$ cat config.mk
export PLATFORM = sky130hd
export DESIGN_NAME = mem_stage
export DESIGN_NICKNAME = d
export VERILOG_FILES = /design/src/rtl/mem_stage_pkg.sv /design/src/rtl/mem_stage_branch_resolve.sv /design/src/rtl/mem_stage.sv
export SDC_FILE = /design/constraint.sdc
export NUM_CORES = 1
export LEC_CHECK = 0
export CORE_UTILIZATION = 35
export DETAILED_ROUTE_END_ITERATION = 6
export GPL_TIMING_DRIVEN = 1
export MAX_ROUTING_LAYER = met4
export PLACE_DENSITY = 0.69
export SYNTH_ARGS = -nofsm -noshare
export SYNTH_HDL_FRONTEND = slang
export SYNTH_SLANG_ARGS = --single-unit
$ cat constraint.sdc
create_clock -name clk -period 3.42 [get_ports clk]
set_input_delay 0.342 -clock clk [delete_from_list [all_inputs] [get_ports clk]]
set_output_delay 0.342 -clock clk [all_outputs]
set_load 0.01 [all_outputs]
$ cat src/rtl/mem_stage_pkg.sv
// ---------------------------------------------------------------------------
// mem_stage_pkg
// Shared pipeline definitions for the memory stage and its helpers.
//   state_e            : memory-stage FSM encoding (idle / waiting on memory)
//   FLAG_N/Z/C/V       : bit positions of the NZCV flags in a 4-bit flag word
//   FLAG_W             : width of a flag word / branch condition mask
//   is_word_aligned()  : true when a byte address sits on a 32-bit boundary
// ---------------------------------------------------------------------------
package mem_stage_pkg;

  typedef enum logic {
    ST_IDLE = 1'b0,
    ST_WAIT = 1'b1
  } state_e;

  localparam int FLAG_W = 4;
  localparam int FLAG_N = 3;
  localparam int FLAG_Z = 2;
  localparam int FLAG_C = 1;
  localparam int FLAG_V = 0;

  function automatic logic is_word_aligned(input logic [1:0] low_bits);
    return (low_bits == 2'b00);
  endfunction

endpackage

$ cat src/rtl/mem_stage_branch_resolve.sv
// ---------------------------------------------------------------------------
// branch_resolve
// Combinational branch decision: a branch is taken when any flag selected
// by the condition mask is set in the current instruction's NZCV flags.
//   branch   in  FLAG_W  condition mask, one bit per flag
//   alu_cond in  FLAG_W  NZCV flags of the instruction
//   taken    out 1       branch should redirect fetch
// ---------------------------------------------------------------------------
module branch_resolve
  import mem_stage_pkg::*;
(
  input  logic [FLAG_W-1:0] branch,
  input  logic [FLAG_W-1:0] alu_cond,
  output logic              taken
);

  assign taken = (branch[FLAG_N] & alu_cond[FLAG_N]) |
                 (branch[FLAG_Z] & alu_cond[FLAG_Z]) |
                 (branch[FLAG_C] & alu_cond[FLAG_C]) |
                 (branch[FLAG_V] & alu_cond[FLAG_V]);

endmodule

$ cat src/rtl/mem_stage.sv
// ---------------------------------------------------------------------------
// mem_stage
// Memory stage of the pipeline. Retires ALU instructions in one cycle,
// issues word-aligned loads/stores to data memory and stalls execution
// until the memory acknowledges, flags misaligned accesses, resolves
// branches and hands results to the writeback latch.
//   clk, rst_n                     clock, synchronous active-low reset
//   ex_valid, alu_result, st_data  execution latch contents
//   new_pc, rd_in, branch, alu_cond
//   mem_rd, mem_wr, reg_wr         load / store / register-write controls
//   stall_ex                       hold the execution latch (combinational)
//   dm_req, dm_we, dm_addr,        data-memory request interface
//   dm_wdata, dm_rdata, dm_ack
//   br_taken, br_target            one-cycle fetch redirect
//   cond_out                       flags of the last accepted instruction
//   wb_valid, wb_we, wb_rd,        writeback latch
//   wb_data
//   misalign                       one-cycle pulse on a misaligned access
// ---------------------------------------------------------------------------
module mem_stage
  import mem_stage_pkg::*;
#(
  parameter int DATA_W = 32,
  parameter int RD_W   = 6
) (
  input  logic              clk,
  input  logic              rst_n,
  input  logic              ex_valid,
  input  logic [DATA_W-1:0] alu_result,
  input  logic [DATA_W-1:0] st_data,
  input  logic [DATA_W-1:0] new_pc,
  input  logic [RD_W-1:0]   rd_in,
  input  logic [FLAG_W-1:0] branch,
  input  logic [FLAG_W-1:0] alu_cond,
  input  logic              mem_rd,
  input  logic              mem_wr,
  input  logic              reg_wr,
  output logic              stall_ex,
  output logic              dm_req,
  output logic              dm_we,
  output logic [DATA_W-1:0] dm_addr,
  output logic [DATA_W-1:0] dm_wdata,
  input  logic [DATA_W-1:0] dm_rdata,
  input  logic              dm_ack,
  output logic              br_taken,
  output logic [DATA_W-1:0] br_target,
  output logic [FLAG_W-1:0] cond_out,
  output logic              wb_valid,
  output logic              wb_we,
  output logic [RD_W-1:0]   wb_rd,
  output logic [DATA_W-1:0] wb_data,
  output logic              misalign
);

  state_e            state, next_state;
  logic              accept;
  logic              is_mem;
  logic              aligned;
  logic              ack_seen;
  logic              take_branch;
  logic [RD_W-1:0]   pend_rd;
  logic              pend_reg_wr;

  // Instructions are only taken while idle; anything presented during WAIT
  // is held upstream by stall_ex and must not disturb the stage. A store
  // wins whenever mem_wr is set, so mem_rd only matters on its own.
  assign accept   = (state == ST_IDLE) && ex_valid;
  assign is_mem   = mem_rd | mem_wr;
  assign aligned  = is_word_aligned(alu_result[1:0]);
  assign ack_seen = (state == ST_WAIT) && dm_req && dm_ack;

  branch_resolve u_branch_resolve (
    .branch   (branch),
    .alu_cond (alu_cond),
    .taken    (take_branch)
  );

  // State register for the two-state memory FSM.
  always_ff @(posedge clk) begin
    if (!rst_n) begin
      state <= ST_IDLE;
    end else begin
      state <= next_state;
    end
  end

  // Next-state logic: an aligned memory access parks the stage in WAIT
  // until the memory acknowledges; stall_ex simply mirrors WAIT.
  always_comb begin
    next_state = state;
    stall_ex   = 1'b0;
    case (state)
      ST_IDLE: begin
        if (accept && is_mem && aligned) begin
          next_state = ST_WAIT;
        end
      end
      ST_WAIT: begin
        stall_ex = 1'b1;
        if (ack_seen) begin
          next_state = ST_IDLE;
        end
      end
      default: next_state = ST_IDLE;
    endcase
  end

  // Datapath registers. Pulses (wb_valid, wb_we, misalign, br_taken) fall
  // back to zero every cycle unless this edge produces one. The memory
  // request fields are only loaded on acceptance, which keeps them stable
  // for the whole time dm_req is high. rd and reg_wr of an outstanding
  // access are parked in pend_* until the ack arrives.
  always_ff @(posedge clk) begin
    if (!rst_n) begin
      dm_req      <= 1'b0;
      dm_we       <= 1'b0;
      dm_addr     <= '0;
      dm_wdata    <= '0;
      br_taken    <= 1'b0;
      br_target   <= '0;
      cond_out    <= '0;
      wb_valid    <= 1'b0;
      wb_we       <= 1'b0;
      wb_rd       <= '0;
      wb_data     <= '0;
      misalign    <= 1'b0;
      pend_rd     <= '0;
      pend_reg_wr <= 1'b0;
    end else begin
      wb_valid <= 1'b0;
      wb_we    <= 1'b0;
      misalign <= 1'b0;
      br_taken <= 1'b0;
      if (accept) begin
        cond_out  <= alu_cond;
        br_taken  <= take_branch;
        br_target <= new_pc;
        if (!is_mem) begin
          wb_valid <= 1'b1;
          wb_we    <= reg_wr;
          wb_rd    <= rd_in;
          wb_data  <= alu_result;
        end else if (!aligned) begin
          misalign <= 1'b1;
          wb_valid <= 1'b1;
          wb_rd    <= rd_in;
        end else begin
          dm_req      <= 1'b1;
          dm_we       <= mem_wr;
          dm_addr     <= alu_result;
          dm_wdata    <= st_data;
          pend_rd     <= rd_in;
          pend_reg_wr <= reg_wr;
        end
      end else if (ack_seen) begin
        dm_req   <= 1'b0;
        dm_we    <= 1'b0;
        wb_valid <= 1'b1;
        wb_rd    <= pend_rd;
        if (!dm_we) begin
          wb_we   <= pend_reg_wr;
          wb_data <= dm_rdata;
        end
      end
    end
  end

endmodule

Word level (Yosys, flattened, before mapping). Index checks and enable logic that the tools add are counted.

Output and inout port bits: 145. Bits of input ports: 149. Logic and storage cells: 69. Register bits: 152.

Bitwise logic cells: 9. Reduce and logical (&&, ||, !) cells: 13. Eq/ne operators: 5. Mux-type cells: 27.

Operators by type and width (number): 32-bit 2-to-1 mux (4); 6-bit 2-to-1 mux (4); 1-bit 2-to-1 mux (18); 3-bit AND reduction (4); 2-bit by 1-bit inequality test with 1-bit output (second input constant) (3); 1-bit logical AND (5); 1-bit bitwise AND (4); 1-bit bitwise OR (4); 2-bit AND reduction (2); 3-bit inequality test (second input constant) (1); 2-bit zero test (1); 2-bit inequality test (second input constant) (1); 1-bit one-hot mux with 2 select lines (1); 2-bit nonzero test (1); 1-bit NOT (1).

Depth between registers and ports, before layout.
Depth after elaboration: 6. Mapped depth: 8. Depth with buffers taken out: 4.

Hierarchy. Synthesis repeated with hierarchy kept, for this count alone.

Cell total of the unflattened synthesis: 709. Area total of the unflattened synthesis: 5952.0 µm².

By module, submodules not included: mem_stage (sequential area each 3042.9 µm², area an instance 5933.2 µm², cells an instance 706, instances 1); branch_resolve (sequential area each 0.0 µm², area an instance 18.8 µm², cells an instance 3, instances 1).

Least setup slack after synthesis. No wires, ideal clock.

Kind: input to register. Start point: input port mem_wr. End point: register dm_wdata[10]. Setup time: 0.116 ns. Cell stages on the path: 7. Slack: 1.990 ns. Arrival: 1.313 ns. Path buffers: 3. Required time: 3.304 ns. Path through: or2_1 > and3_1 > buf_2 > buf_6 > buf_4 > nand2_1 > a21boi_1.

Longest elaborated chain between the ends: 2.

Ends and longest elaborated chain: start: declaration (line mem_stage.sv:36) `input logic mem_wr,`; 1-bit bitwise OR (line mem_stage.sv:68) `assign is_mem = mem_rd | mem_wr;`; 3-bit AND reduction (no source line); end signal: assignment (line mem_stage.sv:151) `dm_wdata <= st_data;`; end: declaration (line mem_stage.sv:42) `output logic [DATA_W-1:0] dm_wdata,`.

No other way between the ends. A chain may end at the register's enable or synchronous reset.

Final worst setup path.
Start point: register state. End point: register wb_data[27].

Longest elaborated chain between the ends: 4. Elaborated cells on any way between the ends: 9. Those cells by class: eq/ne (2); mux (1); bitwise (1); reduce/logical (5).

Ends and longest elaborated chain: start: declaration (line mem_stage.sv:55) `state_e state, next_state;`; start signal: assignment (line mem_stage.sv:83) `state <= next_state;`; 1-bit NOT or 1-bit logical AND (tied branches); 1-bit logical AND, on equally long branches (line mem_stage.sv:67, mem_stage.sv:70); 2-bit inequality test (no source line) (tied with other cells); 3-bit AND reduction (no source line); end signal: assignment (line mem_stage.sv:142) `wb_data <= alu_result;`; end signal: assignment (line mem_stage.sv:162) `wb_data <= dm_rdata;`; end: declaration (line mem_stage.sv:51) `output logic [DATA_W-1:0] wb_data,`.

Parallel ways exist; a longest one is shown, timed or not.

==> results by stage <==
Global routing:
- The initial antenna violation count is 0.
- Across every metal layer, demand over resource in global routing totals 0.208.
- The via count of the first global-routing pass was ~5300.
- The first-pass GRT wire length is 27.8 mm.
- The maximum number of pins on one net before global-route repair is 79.
- Global routing finished with a remaining overflow of 0.

Timing:
- In this run the tightest slew margin relative to its limit is 0.534.
- After routing, the total negative slack on setup checks comes to 0 ns.
- After layout, the minimum clock period comes to approximately 2.1 ns.
- Setup repair after global routing left no endpoint under its margin.
- Across all setup checks in the final design, the least slack found is around 1.3 ns.
- The final count of pins violating max slew is 0.
- The setup skew after layout is slightly below 0.01 ns.
- The pin slew with the least headroom to its limit is around 0.70 ns.
- Setup violations remaining at the end of the flow were counted as 0.
- The share of the clock period used by the worst path after layout is 0.622.
- The hold violation count in the final report is 0.
- The achievable clock frequency is about 0.47 GHz.

Clocking:
- In this run, post-CTS hold repair placed 0 buffers.
- The clock slew seen by the registers of the worst setup and hold paths is around 0.060 ns.
- The clock tree synthesis step divided the H-tree into 4 levels.
- TritonCTS built the clock tree.
- The total clock buffers created by CTS is 17.
- The tree is rooted in a sky130_fd_sc_hd__clkbuf_16.
- After clock tree synthesis, the setup repair step added 0 buffers.
- The post-cts repair resize count is 0.
- The clock insertion delay at the later pin of the skew report is roughly 0.42 ns.
- Counting along the longest clock path gives a buffer depth of 2.
- The clock net in this run drives a total of 152 sinks.

Pwr:
- Of the total power, the share spent switching nets is 0.232.
- The proportion of power drawn by combinational gates is 0.139.
- The leakage component of the power is 3.90 nW.
- For this design the total switching power over the nets is 1.05 mW.
- The part of the power in the clock network is 0.444.
- Of the total power, registers draw 0.417.
- The areal power density over the cells is roughly 470 nW/um^2.
- Across the VDD grid, the largest voltage drop is between 0.3 and 0.4 mV.
- The cell internal power dissipation is 3.48 mW.

Die:
- The starting density of the core is 0.359.
- The initialized floorplan defines 47 standard-cell rows.
- The floorplan step set the die width to 132 um.
- just under 300 I/O pins were placed.
- The die span in y is approximately 130 um.
- The die covers 17500 sq um.
- The region available for standard cell placement spans around 17000 sq um.

Worst setup path:
- STA classifies the critical path startpoint as a register.
- The sort of element at the end of the critical path is a register.
- The launch instance of the worst register-to-register path is state.
- The biggest fanout along the worst timing path is about 50.
- The master of the slowest instance on the critical path is sky130_fd_sc_hd__nand2b_2.
- The required time of the worst setup path is ~3.8 ns.
- At the worst endpoint, the arrival time is about 2.5 ns.
- The most critical setup path has its startpoint at state.
- The class of the most critical setup path is register to register.
- Walking the worst path, the cells encountered are nand2b_2 -> buf_4 -> nand2_1 -> nand3_1 -> o211a_1.
- The delay contributed by the slowest stage of the critical path is a little over 0.6 ns.

Job:
- The max-capacitance violation count is 0.

Finish:
- The post-route non-filler standard cell count is between 1000 and 1500.
- The area growth from synthesis to layout is 62.2%.
- The fraction of final layout cells sized beyond drive strength 1 is 0.0467.
- The finished cells cover 9650 sq um.
- The number of antenna diodes in the final layout is 0.
- The total area of sequential cells is roughly 3000 sq um.
- Summing all multi-input logic gate instances after layout gives approximately 2700 sq um.
- Fill cells in the final layout number 1571.
- The final net count is around 1100.

Synth:
- Yosys printed 0 warnings.
- After synthesis the netlist holds a flip-flop and latch count of between 150 and 200.
- Counting flops with a built-in enable in the synthesized netlist gives 0.
- The number of distinct library cell variants in the gate-level netlist after synthesis is 25.
- The sequential-to-total area share from yosys stat is 0.512.
- Sorting the synthesized cells by area gives the leading types as sky130_fd_sc_hd__dfxtp_1 51%, sky130_fd_sc_hd__nand2_1 18%, sky130_fd_sc_hd__a21boi_0 12%.
- The share of synthesized flip-flops with an asynchronous set or reset is 0.
- The most used standard cell by instance count after synthesis is sky130_fd_sc_hd__nand2_1.
- The top cell type by total area after synthesis is sky130_fd_sc_hd__dfxtp_1.
- After technology mapping, the gate count stands at roughly 700.
- Counting instances in the post-synthesis netlist gives the leading cell types as 278 x sky130_fd_sc_hd__nand2_1, 152 x sky130_fd_sc_hd__dfxtp_1, 97 x sky130_fd_sc_hd__a21boi_0.
- Summing every instance area after synthesis gives 5950 sq um.
- Of the post-synthesis cell area, the dominant cell type holds 0.512.
- For this run, the leading register cell type out of synthesis is sky130_fd_sc_hd__dfxtp_1.
- Averaged over all synthesized cells, the footprint is about 8.4 sq um.
- Synthesis produced a netlist with a net count of roughly 860.

Place:
- The instance area at placement is 9020 sq um.
- The count of input and output buffers is 293.
- The last weighted congestion value of the routability-driven placer is 0.782.
- The post-detailed-placement half-perimeter wirelength is about 12 mm.
- Timing analysis after detailed placement gives a worst setup slack of approximately 0.91 ns.
- After detailed placement, the design holds a cell count of approximately 1200.

Drt:
- The first routing iteration left approximately 210 violations.
- Dividing the detail-routed via count by the number of cells gives roughly 4.7.
- The count of TritonRoute iterations in the first routing pass is 4.
- The final routed wirelength across all metal layers is roughly 18 mm.
- The average detailed-routed wire length per instance is approximately 15 um.
- The detailed-route via count is between 5000 and 6000.
- The detail route stage leaves a number of antenna-violating nets equal to 0.
- The remaining design rule violation count is 0.

Min path:
- The class of the tightest hold or removal check is register to register.
- The startpoint identified for the worst hold timing path is dm_wdata[6].

Outcome:
- The run finished with clean final reports.
final cells by class:
type	count	area share
Multi-Input combinational cell	498	0.276
Clock inverter	10	0.0175
Sequential cell	152	0.315
Tap cell	220	0.0285
Timing Repair Buffer	303	0.315
Clock buffer	21	0.0477
worst paths after layout:
| check | end | slack (ns) | cells after the start |
|---|---|---|---|
| setup reg to reg | wb_data[27] | 1.29 | 5 |
| hold reg to reg | dm_wdata[6] | 0.45 | 2 |
| setup / recovery | wb_data[27] | 1.29 | 5 |
| hold / removal | dm_wdata[6] | 0.45 | 2 |
sequential cells by signal (all words and copies together), names as in the netlist, 4 cells and up:
| register | flops |
|---|---|
| br_target | 32 |
| cond_out | 4 |
| dm_addr | 32 |
| dm_wdata | 32 |
| pend_rd | 6 |
| wb_data | 32 |
| wb_rd | 6 |
metal layers:
metal / GRT usage / routed length, um / vias up
met5: - / 0 / -
met4: 0.0722 / 261 / 0
met3: 0.0700 / 1410 / 17
met2: 0.331 / 8270 / 203
met1: 0.243 / 8060 / 2566
li1: - / - / 2865
cells in the final DEF (no fill, tap or decap), types with 2 or more instances in the layout:
cell type                           n
sky130_fd_sc_hd__a21boi_0          97
sky130_fd_sc_hd__a21boi_1          10
sky130_fd_sc_hd__a22oi_1            2
sky130_fd_sc_hd__and3_1             5
sky130_fd_sc_hd__buf_12             3
sky130_fd_sc_hd__buf_4              8
sky130_fd_sc_hd__bufinv_16          4
sky130_fd_sc_hd__clkbuf_1           2
sky130_fd_sc_hd__clkbuf_16         17
sky130_fd_sc_hd__clkbuf_8           2
sky130_fd_sc_hd__clkdlybuf4s50_1  292
sky130_fd_sc_hd__clkinv_4           2
sky130_fd_sc_hd__clkinvlp_4         3
sky130_fd_sc_hd__dfxtp_1          152
sky130_fd_sc_hd__nand2_1          278
sky130_fd_sc_hd__nand3_1           33
sky130_fd_sc_hd__nor2_1            15
sky130_fd_sc_hd__o211a_1           38
sky130_fd_sc_hd__o22ai_1            6
sky130_fd_sc_hd__or2_1              2
power groups by stage:
stage | Clock (mW) | Sequential (mW) | Combinational (mW)
4_1_cts | 2.05 | 1.89 | 0.638
2_1_floorplan | 0 | 1.97 | 0.207
5_1_grt | 2.12 | 1.90 | 0.680
6_report | 2.01 | 1.89 | 0.629
3_3_place_gp | 0 | 1.93 | 0.632
3_5_place_dp | 0 | 1.93 | 0.635
kinds of logic after synthesis:
family                 Yosys count  share of synthesized area
AO/OA/AOI/OAI                  158                      0.216
buffers and inverters           57                     0.0452
flip-flops                     152                      0.512
AND/OR/NAND/NOR                340                      0.227
metrics by stage:
stage	utilization	hold WS (ns)	power, mW
3_5_place_dp	0.544	0.444	2.57
6_report	0.582	0.450	4.53
2_1_floorplan	-	0.443	2.17
3_3_place_gp	0.544	0.441	2.56
4_1_cts	0.582	0.453	4.58
5_1_grt	0.582	0.466	4.70
critical path, delay by kind of cell, from the launching register on:
family          cells  cell delay, ns
flops               1            0.45
buf+inv             1            0.59
compound gates      1            0.14
simple gates        3            0.85
(Power assumes the default switching activity.)
